===== src/rtl/mem_port_arbiter_if.sv =====
// mem_port_arbiter_if
//   Bundles every signal between the arbiter, the core and the unified memory.
//   clk and reset stay outside as plain module ports.
//   Core fetch side : IReq, IAddr -> arbiter ; IRdata, IReady, IErr <- arbiter
//   Core data side  : DReq, DWe, DAddr, DWdata -> arbiter ;
//                     DRdata, DReady, DErr <- arbiter
//   Memory side     : MemReq, MemWe, MemAddr, MemWdata <- arbiter ;
//                     MemRdata, MemAck -> arbiter
//   Modports: slave  = the arbiter's view
//             master = the surrounding core/memory view
interface mem_port_arbiter_if #(
  parameter int AW = 32,
  parameter int DW = 32
);
  logic          IReq;
  logic [AW-1:0] IAddr;
  logic [DW-1:0] IRdata;
  logic          IReady;
  logic          IErr;
  logic          DReq;
  logic          DWe;
  logic [AW-1:0] DAddr;
  logic [DW-1:0] DWdata;
  logic [DW-1:0] DRdata;
  logic          DReady;
  logic          DErr;
  logic          MemReq;
  logic          MemWe;
  logic [AW-1:0] MemAddr;
  logic [DW-1:0] MemWdata;
  logic [DW-1:0] MemRdata;
  logic          MemAck;

  modport slave (
    input  IReq, IAddr, DReq, DWe, DAddr, DWdata, MemRdata, MemAck,
    output IRdata, IReady, IErr, DRdata, DReady, DErr,
           MemReq, MemWe, MemAddr, MemWdata
  );

  modport master (
    output IReq, IAddr, DReq, DWe, DAddr, DWdata, MemRdata, MemAck,
    input  IRdata, IReady, IErr, DRdata, DReady, DErr,
           MemReq, MemWe, MemAddr, MemWdata
  );
endinterface


===== src/rtl/mem_port_arbiter.sv =====
// mem_port_arbiter
//   Shares one single-ported, variable-latency memory between the core's
//   instruction-fetch port (I) and data port (D). Data wins arbitration unless
//   the fetch port has been passed over STARVE_MAX times in a row; each access
//   is aborted with an error pulse after TIMEOUT cycles without MemAck
//   (TIMEOUT = 0 disables the abort). All outputs are registered.
// Ports
//   clk    : rising-edge clock
//   reset  : asynchronous, active-low; clears every output and all state
//   bus    : mem_port_arbiter_if.slave carrying the I, D and Mem* signals
module mem_port_arbiter #(
  parameter int AW         = 32,
  parameter int DW         = 32,
  parameter int STARVE_MAX = 4,
  parameter int TIMEOUT    = 255
) (
  input  logic                   clk,
  input  logic                   reset,
  mem_port_arbiter_if.slave      bus
);

  localparam int SW = (STARVE_MAX > 0) ? $clog2(STARVE_MAX + 1) : 1;
  localparam int TW = (TIMEOUT > 0) ? $clog2(TIMEOUT + 1) : 1;

  typedef enum logic [1:0] {IDLE, BUSY_I, BUSY_D} state_t;

  state_t        state;
  logic [SW-1:0] starve_cnt;
  logic [TW-1:0] tcnt;
  logic          expire;
  logic          starve_hit;

  // The counter reaching TIMEOUT on this edge means it currently holds
  // TIMEOUT-1 and MemAck is still low.
  always_comb begin
    expire     = 1'b0;
    starve_hit = (starve_cnt == SW'(STARVE_MAX));
    if (TIMEOUT != 0)
      expire = (tcnt == TW'(TIMEOUT - 1));
  end

  always_ff @(posedge clk or negedge reset) begin
    if (!reset) begin
      state        <= IDLE;
      starve_cnt   <= '0;
      tcnt         <= '0;
      bus.IRdata   <= '0;
      bus.IReady   <= 1'b0;
      bus.IErr     <= 1'b0;
      bus.DRdata   <= '0;
      bus.DReady   <= 1'b0;
      bus.DErr     <= 1'b0;
      bus.MemReq   <= 1'b0;
      bus.MemWe    <= 1'b0;
      bus.MemAddr  <= '0;
      bus.MemWdata <= '0;
    end else begin
      case (state)
        IDLE: begin
          // Ready/Err are one-cycle pulses; this idle cycle is the turnaround.
          bus.IReady <= 1'b0;
          bus.IErr   <= 1'b0;
          bus.DReady <= 1'b0;
          bus.DErr   <= 1'b0;
          tcnt       <= '0;
          if (bus.DReq && bus.IReq && starve_hit) begin
            state        <= BUSY_I;
            starve_cnt   <= '0;
            bus.MemReq   <= 1'b1;
            bus.MemWe    <= 1'b0;
            bus.MemAddr  <= bus.IAddr;
            bus.MemWdata <= '0;
          end else if (bus.DReq) begin
            state        <= BUSY_D;
            bus.MemReq   <= 1'b1;
            bus.MemWe    <= bus.DWe;
            bus.MemAddr  <= bus.DAddr;
            bus.MemWdata <= bus.DWdata;
            // Only count D grants that actually made a waiting fetch wait.
            if (!bus.IReq)
              starve_cnt <= '0;
            else if (!starve_hit)
              starve_cnt <= starve_cnt + 1'b1;
          end else if (bus.IReq) begin
            state        <= BUSY_I;
            starve_cnt   <= '0;
            bus.MemReq   <= 1'b1;
            bus.MemWe    <= 1'b0;
            bus.MemAddr  <= bus.IAddr;
            bus.MemWdata <= '0;
          end else begin
            starve_cnt <= '0;
          end
        end

        BUSY_I, BUSY_D: begin
          // MemAck beats a simultaneous expiry: completion is normal.
          if (bus.MemAck) begin
            state      <= IDLE;
            bus.MemReq <= 1'b0;
            if (state == BUSY_I) begin
              bus.IRdata <= bus.MemRdata;
              bus.IReady <= 1'b1;
            end else begin
              bus.DRdata <= bus.MemWe ? '0 : bus.MemRdata;
              bus.DReady <= 1'b1;
            end
          end else if (expire) begin
            state      <= IDLE;
            bus.MemReq <= 1'b0;
            if (state == BUSY_I) begin
              bus.IRdata <= '0;
              bus.IReady <= 1'b1;
              bus.IErr   <= 1'b1;
            end else begin
              bus.DRdata <= '0;
              bus.DReady <= 1'b1;
              bus.DErr   <= 1'b1;
            end
          end else if (TIMEOUT != 0) begin
            tcnt <= tcnt + 1'b1;
          end
        end

        default: begin
          state      <= IDLE;
          bus.MemReq <= 1'b0;
        end
      endcase
    end
  end

endmodule


===== src/flat_wrapper.sv =====
// flat-port wrapper written by rule: the top's interface ports become plain ports
module mem_port_arbiter_flat 
#(
  parameter int AW         = 32,
  parameter int DW         = 32,
  parameter int STARVE_MAX = 4,
  parameter int TIMEOUT    = 255
)
  (clk, reset, bus_IReq, bus_IAddr, bus_DReq, bus_DWe, bus_DAddr, bus_DWdata, bus_MemRdata, bus_MemAck, bus_IRdata, bus_IReady, bus_IErr, bus_DRdata, bus_DReady, bus_DErr, bus_MemReq, bus_MemWe, bus_MemAddr, bus_MemWdata);
  mem_port_arbiter_if #(.AW(AW), .DW(DW)) bus_i ();
  input  logic clk;
  input  logic reset;
  input wire logic [$bits(bus_i.IReq)-1:0] bus_IReq;
  input wire logic [$bits(bus_i.IAddr)-1:0] bus_IAddr;
  input wire logic [$bits(bus_i.DReq)-1:0] bus_DReq;
  input wire logic [$bits(bus_i.DWe)-1:0] bus_DWe;
  input wire logic [$bits(bus_i.DAddr)-1:0] bus_DAddr;
  input wire logic [$bits(bus_i.DWdata)-1:0] bus_DWdata;
  input wire logic [$bits(bus_i.MemRdata)-1:0] bus_MemRdata;
  input wire logic [$bits(bus_i.MemAck)-1:0] bus_MemAck;
  output wire logic [$bits(bus_i.IRdata)-1:0] bus_IRdata;
  output wire logic [$bits(bus_i.IReady)-1:0] bus_IReady;
  output wire logic [$bits(bus_i.IErr)-1:0] bus_IErr;
  output wire logic [$bits(bus_i.DRdata)-1:0] bus_DRdata;
  output wire logic [$bits(bus_i.DReady)-1:0] bus_DReady;
  output wire logic [$bits(bus_i.DErr)-1:0] bus_DErr;
  output wire logic [$bits(bus_i.MemReq)-1:0] bus_MemReq;
  output wire logic [$bits(bus_i.MemWe)-1:0] bus_MemWe;
  output wire logic [$bits(bus_i.MemAddr)-1:0] bus_MemAddr;
  output wire logic [$bits(bus_i.MemWdata)-1:0] bus_MemWdata;
  assign bus_i.IReq = bus_IReq;
  assign bus_i.IAddr = bus_IAddr;
  assign bus_i.DReq = bus_DReq;
  assign bus_i.DWe = bus_DWe;
  assign bus_i.DAddr = bus_DAddr;
  assign bus_i.DWdata = bus_DWdata;
  assign bus_i.MemRdata = bus_MemRdata;
  assign bus_i.MemAck = bus_MemAck;
  assign bus_IRdata = bus_i.IRdata;
  assign bus_IReady = bus_i.IReady;
  assign bus_IErr = bus_i.IErr;
  assign bus_DRdata = bus_i.DRdata;
  assign bus_DReady = bus_i.DReady;
  assign bus_DErr = bus_i.DErr;
  assign bus_MemReq = bus_i.MemReq;
  assign bus_MemWe = bus_i.MemWe;
  assign bus_MemAddr = bus_i.MemAddr;
  assign bus_MemWdata = bus_i.MemWdata;
  mem_port_arbiter #(.AW(AW), .DW(DW), .STARVE_MAX(STARVE_MAX), .TIMEOUT(TIMEOUT)) u_core (.clk(clk), .reset(reset), .bus(bus_i));
endmodule

===== config.mk =====
export PLATFORM = sky130hd
export DESIGN_NAME = mem_port_arbiter_flat
export DESIGN_NICKNAME = d
export VERILOG_FILES = /design/src/rtl/mem_port_arbiter_if.sv /design/src/rtl/mem_port_arbiter.sv /design/src/flat_wrapper.sv
export SDC_FILE = /design/constraint.sdc
export NUM_CORES = 1
export LEC_CHECK = 0
export ABC_AREA = 1
export BUFFER_PORTS_ARGS = -buffer_cell sky130_fd_sc_hd__buf_2
export CAP_MARGIN = 5
export CORE_MARGIN = 3
export CORE_UTILIZATION = 45
export DETAILED_ROUTE_END_ITERATION = 12
export HOLD_SLACK_MARGIN = 0.12
export PLACE_DENSITY = 0.74
export SLEW_MARGIN = 0
export SYNTH_ARGS = -nofsm -noshare
export SYNTH_HDL_FRONTEND = slang
export SYNTH_SLANG_ARGS = --single-unit

===== constraint.sdc =====
create_clock -name clk -period 3.5 [get_ports clk]
set_input_delay 0.35 -clock clk [delete_from_list [all_inputs] [get_ports clk]]
set_output_delay 0.35 -clock clk [all_outputs]
set_load 0.005 [all_outputs]

; ---- After elaboration in Yosys (flattened, before gate mapping)
; Cells that the tools add are included.
[word_totals]
register_bits = 147
in_bits = 134
out_inout_bits = 134
wordCells = 97
[op_classes]
addsub = 2
eq_ne = 12
n_mux = 53
bitwise = 1
n_reduce_logical = 16
[op_table]
columns = op, n
row1 = 32-bit 2-to-1 mux, 15
row2 = 1-bit 2-to-1 mux, 20
row3 = 8-bit 2-to-1 mux, 2
row4 = 8-bit one-hot mux with 2 select lines, 1
row5 = 3-bit 2-to-1 mux, 4
row6 = 2-bit 2-to-1 mux, 5
row7 = 1-bit one-hot mux with 2 select lines, 5
row8 = 3-bit AND reduction, 3
row9 = 8-bit by 1-bit adder with 8-bit output (second input constant), 1
row10 = 8-bit == test (second input constant), 1
row11 = 2-bit AND reduction, 4
row12 = 4-bit AND reduction, 2
row13 = 2-bit != test (second input constant), 3
row14 = 2-bit by 1-bit != test with 1-bit output (second input constant), 2
row15 = 4-bit by 3-bit != test with 1-bit output (second input constant), 1
row16 = 4-bit != test (second input constant), 1
row17 = 2-bit one-hot mux with 2 select lines, 1
row18 = 2-bit nonzero test, 2
row19 = 3-bit by 1-bit adder with 3-bit output (second input constant), 1
row20 = 3-bit == test (second input constant), 1
row21 = 3-bit by 2-bit != test with 1-bit output (second input constant), 1
row22 = 3-bit nonzero test, 1
row23 = 2-bit by 1-bit == test with 1-bit output (second input constant), 1
row24 = 2-bit == test (second input constant), 1
row25 = other kinds (4), 5

; ---- Depth between registers and ports, before layout
[logic_depth]
ltp_word = 5
mapped_depth = 10
depth_no_buf = 9

; ---- Worst setup path after synthesis
; OpenSTA, ideal clock, no wires.
[synth_path]
path_kind = register to register
startpoint = register u_core.state[0]
endpoint = register u_core.tcnt[4]
setup_time_ns = 0.130
t_arrival_ns = 1.576
required_time_ns = 3.370
setup_slack_ns = 1.794
path_stages_with_launch = 10
n_path_buf = 2
synth_period_minus_slack_ns = 1.706
cell_sequence = dfrtp_1 inv_1 ha_1 buf_2 inv_1 nor2_1 nand2_1 buf_4 nand3_1 o21ai_0
[synth_between]
elab_chain_len = 4
elab_cells_between_ends = 9
classes_between = eq/ne (4) / mux (1) / reduce/logical (4)
[synth_lines]
columns = item, line
row1 = "start, declared", mem_port_arbiter.sv:27  ; state_t state;
row2 = "start signal, assigned", mem_port_arbiter.sv:44  ; state <= IDLE;
row3 = "start signal, assigned", mem_port_arbiter.sv:67  ; state <= BUSY_I;
row4 = "start signal, assigned", mem_port_arbiter.sv:74  ; state <= BUSY_D;
row5 = 2-bit by 1-bit == test with 1-bit output or 2-bit == test (tied branches), mem_port_arbiter.sv:58  ; case (state)
row6 = 2-bit OR reduction, mem_port_arbiter.sv:58
row7 = 2-bit != test (no source line) or 2-bit nonzero test (tied branches), n/a
row8 = 3-bit AND reduction (no source line), n/a
row9 = "end signal, assigned", mem_port_arbiter.sv:121  ; tcnt <= tcnt + 1'b1;
row10 = "end, declared", mem_port_arbiter.sv:29  ; logic [TW-1:0] tcnt;
; Several ways; a longest one is shown, not always the timed one.
; A chain may end at the register's enable or synchronous reset.

; ---- Final worst setup path
[layout_path]
startpoint = register u_core.tcnt[0]
endpoint = register u_core.bus.IRdata[12]
[layout_between]
elab_chain_len = 3
[layout_lines]
columns = item, line
row1 = 8-bit == test, mem_port_arbiter.sv:39  ; expire = (tcnt == TW'(TIMEOUT - 1));
row2 = 2-bit nonzero test (no source line), n/a
row3 = 3-bit AND reduction (no source line), n/a
row4 = "end signal, assigned", mem_port_arbiter.sv:102  ; bus.IRdata <= bus.MemRdata;
row5 = "end, declared", mem_port_arbiter_if.sv:36  ; output IRdata, IReady, IErr, DRdata, DReady, DErr,
; Every way passes these cells.

==> impl_metrics.json <==
{
  "hold_violations": 0,
  "ys_ff_latch": 147,
  "wl_per_cell_um": 14.86,
  "power_switching_share_pct": 38.90,
  "die_w_um": 131.0,
  "max-cap-violations": 0,
  "hold_ws_ns": 0.1860,
  "setup.reg_to_reg.worst_slack_ns": 0.90,
  "clkTransAtPathRegs_ns": 0.06,
  "criticalPathCategory": "reg -> reg",
  "async_sr_flop_fraction_pct": 100.0,
  "leakage_nw": 4.966,
  "numCtsBuffers": 17,
  "ys.warnings.count": 0,
  "power_frac_seq_pct": 38.8,
  "post_synth_num_cell_types": 24,
  "dp_slack_ns": 0.9410,
  "overflow": 0,
  "grt.total_usage_pct": 22.49,
  "stdcell_count": 1340,
  "grt_setup_unrepaired": "no",
  "drt_iter0_markers": 463,
  "synthToLayoutAreaGrowth_pct": 27.64,
  "setup_total_negative_slack_ns": 0,
  "combinationalPowerShare_pct": 38.0,
  "cellPowerDensity_nw_per_um2": 815.3,
  "design.final.nets": 1259,
  "required_time_of_the_critical_path_ns": 3.80,
  "post_synth_inst_count": 887,
  "drc": 0,
  "whs_endpoint": "u_core.bus.MemWdata[8]$_DFFE_PN0P_",
  "yosysTopAreaCellShare_pct": 52.35,
  "finClkSkew_ns": 0.006846,
  "relSlewSlack_pct": 39.52,
  "synth_edf_count": 0,
  "grt_antenna_before_repair": 1,
  "fillers": 1443,
  "cts-htree-levels": 4,
  "cp.arrival_ns": 2.90,
  "synth_area_leaders": "dfrtp_1 52%, nand2_1 16%, o21ai_0 7.8%, nand4_1 6.0%, nor2_1 4.1%",
  "synth_flop_cell": "dfrtp_1",
  "synth.cell_area_um2": 7027,
  "hold_path_startpoint": "bus_DWdata[8]",
  "worstMarginPinSlew_ns": 0.9073,
  "placement.cell_area_um2": 8414,
  "fin_util_pct": 58.78,
  "num_io_pins": 268,
  "io_buffer_count": 267,
  "report.final.setup_viol": 0,
  "dp_hpwl_um": 13330,
  "global_route_wire_length_before_repair_um": 30890,
  "cts_num_sinks": 147,
  "antenna_violating_nets_post_route": 0,
  "design.die.area_um2": 17150,
  "vertical_die_dimension_um": 131.0,
  "totalPowerFinal_mw": 7.312,
  "worstPathMaxFanout": 34,
  "syn-num-nets": 1030,
  "viasPerCell": 5.079,
  "internal-power_mw": 4.468,
  "tritoncts_clock_tree": "built",
  "via_total_after_detailed_routing": 6806,
  "switching_power_mw": 2.844,
  "status": "finished clean",
  "count_of_tritonroute_iterations_in_the_first_routing_pass": 5,
  "initial_utilization_pct": 46.05,
  "postLayoutSetupSlackWorst_ns": 0.9000,
  "core_region_area_um2": 15260,
  "rr_worst_depth": 9,
  "startpoint_type": "register",
  "worstHoldPathType": "in -> reg",
  "regToRegEndpoint": "u_core.bus.IRdata[12]$_DFFE_PN0P_",
  "place.detailed.instances": 1307,
  "post-cts-setup-buffers": 0,
  "grt_start_max_net_pins": 100,
  "maxSlewViolCount": 0,
  "detail_route.wirelength_um": 19910,
  "via_count_of_the_first_global_routing_pass": 6081,
  "final_worst_path_period_share_pct": 74.28,
  "ant_cells": 0,
  "fin_crit_ns": 2.600,
  "drive_above_1_share_pct": 27.64,
  "num_rows": 45,
  "synth_sequential_area_ratio_pct": 52.35,
  "gpl.final_weighted_congestion": 0.8047,
  "fmaxAchievable_ghz": 0.3846,
  "peakVddDrop_mv": 0.3960,
  "final_design_area_no_fill_um2": 8969,
  "ff_to_ff_start": "u_core.tcnt[0]$_DFFE_PN0P_",
  "clkPwrFrac_pct": 23.3,
  "clk-insertion-delay-late_ns": 0.42,
  "clock_root_buffer": "clkbuf_16",
  "yosysTopAreaCell": "dfrtp_1",
  "hold_path_depth": 3,
  "clk_path_buf_depth": 2,
  "postSynthAreaPerCell_um2": 7.922,
  "critical_path.endpoint_type": "register"
}
## layout make-up
class,instances,area [um^2],share of cell area [%]
well taps,211,264.0,2.944
clock inverters,11,103.9,1.158
repair buffers,277,1445,16.11
clock buffers,21,440.4,4.911
inverters,51,191.4,2.134
flip-flops and latches,147,3679,41.02
multi-input cells,622,2845,31.72
## Yosys cell counts, drive strengths merged, types with 2 or more instances
cell type	count
nand2	302
buf	29
clkbuf	38
nor2	78
o21ai	138
inv	50
ha	9
nand4	67
nor3	2
dfrtp	147
nand3	22
## worst max-delay path: stages (launching register included)
cell	delay (ns)
dfrtp_1	0.40
inv_1	0.10
ha_1	0.15
nand2_1	0.05
nor2_1	0.08
nand2_1	0.12
nand2_2	0.52
nand3_2	0.72
nand2_1	0.25
nand2_1	0.09
## worst max-delay path by stage
stage                                start                           endpoint  slack, ns  cells after the start
2_1_floorplan  u_core.state[0]$_DFFE_PN0P_         u_core.tcnt[4]$_DFFE_PN0P_       1.79                      9
3_3_place_gp    u_core.tcnt[0]$_DFFE_PN0P_   u_core.bus.IRdata[5]$_DFFE_PN0P_       1.02                      9
3_5_place_dp    u_core.tcnt[0]$_DFFE_PN0P_  u_core.bus.IRdata[11]$_DFFE_PN0P_       0.94                      9
4_1_cts         u_core.tcnt[0]$_DFFE_PN0P_  u_core.bus.IRdata[12]$_DFFE_PN0P_       0.90                      9
5_1_grt         u_core.tcnt[0]$_DFFE_PN0P_  u_core.bus.IRdata[21]$_DFFE_PN0P_       0.62                      9
6_report        u_core.tcnt[0]$_DFFE_PN0P_  u_core.bus.IRdata[12]$_DFFE_PN0P_       0.90                      9
## placed cells by master (no fill, tap or decap), types with 2 or more instances in the layout
cell type   instances
buf_12              2
buf_2             266
buf_4               7
clkbuf_1            4
clkbuf_16          17
clkinv_2            2
clkinvlp_4          5
dfrtp_1           147
ha_1                8
inv_1              49
inv_6               2
nand2_1           300
nand3_1            20
nand3_2             2
nand4_1            67
nor2_1             76
nor3_1              2
o21ai_0           109
o21ai_1            29
## cells by family (layout without fill, tap and decap cells)
group                    Yosys count  in the layout  share of synthesized area (%)
AND/OR/NAND/NOR                  472            472                          28.53
flip-flops                       147            147                          52.35
AO/OA/AOI/OAI                    139            139                          9.900
buffers and inverters            118            360                          7.372
adder cells (fa/ha/maj)            9              9                          1.603
XOR/XNOR                           2              2                         0.2493
## power groups by stage
stage	combinational [mW]	sequential, mW	clock (mW)
after floorplan	1.54	2.88	0
after global placement	2.77	2.84	0
after detailed placement	2.82	2.85	0
after CTS	2.83	2.83	1.73
after global routing	3.18	2.91	1.81
final	2.78	2.83	1.70
## routing by layer
metal	up-vias	part of all wire [%]	global-route usage, %
met5	-	0.065	0
met2	281	48	35.48
met4	2	1.6	6.836
li1	3343	-	-
met3	24	8.6	6.301
met1	3156	42	30.30
## sequential cells by signal, summed over array words and instances, names as in the netlist, named ones only
| register | cells |
|---|---|
| u_core.bus.MemAddr | 32 |
| u_core.bus.IErr | 1 |
| u_core.bus.DErr | 1 |
| u_core.bus.MemReq | 1 |
| u_core.starve_cnt | 3 |
| u_core.bus.MemWdata | 32 |
| u_core.bus.MemWe | 1 |
| u_core.bus.IRdata | 32 |
| u_core.state | 2 |
| u_core.tcnt | 8 |
| u_core.bus.DRdata | 32 |
| u_core.bus.IReady | 1 |
## timing repair
item | 4_1_cts | 5_1_grt
hold buffers | 1 | 0
setup endpoints to repair | 0 | 0
endpoints found under the hold margin | 89 | 0
resized for setup | 0 | 0
No activity file was read; power rests on OpenSTA's default activity.
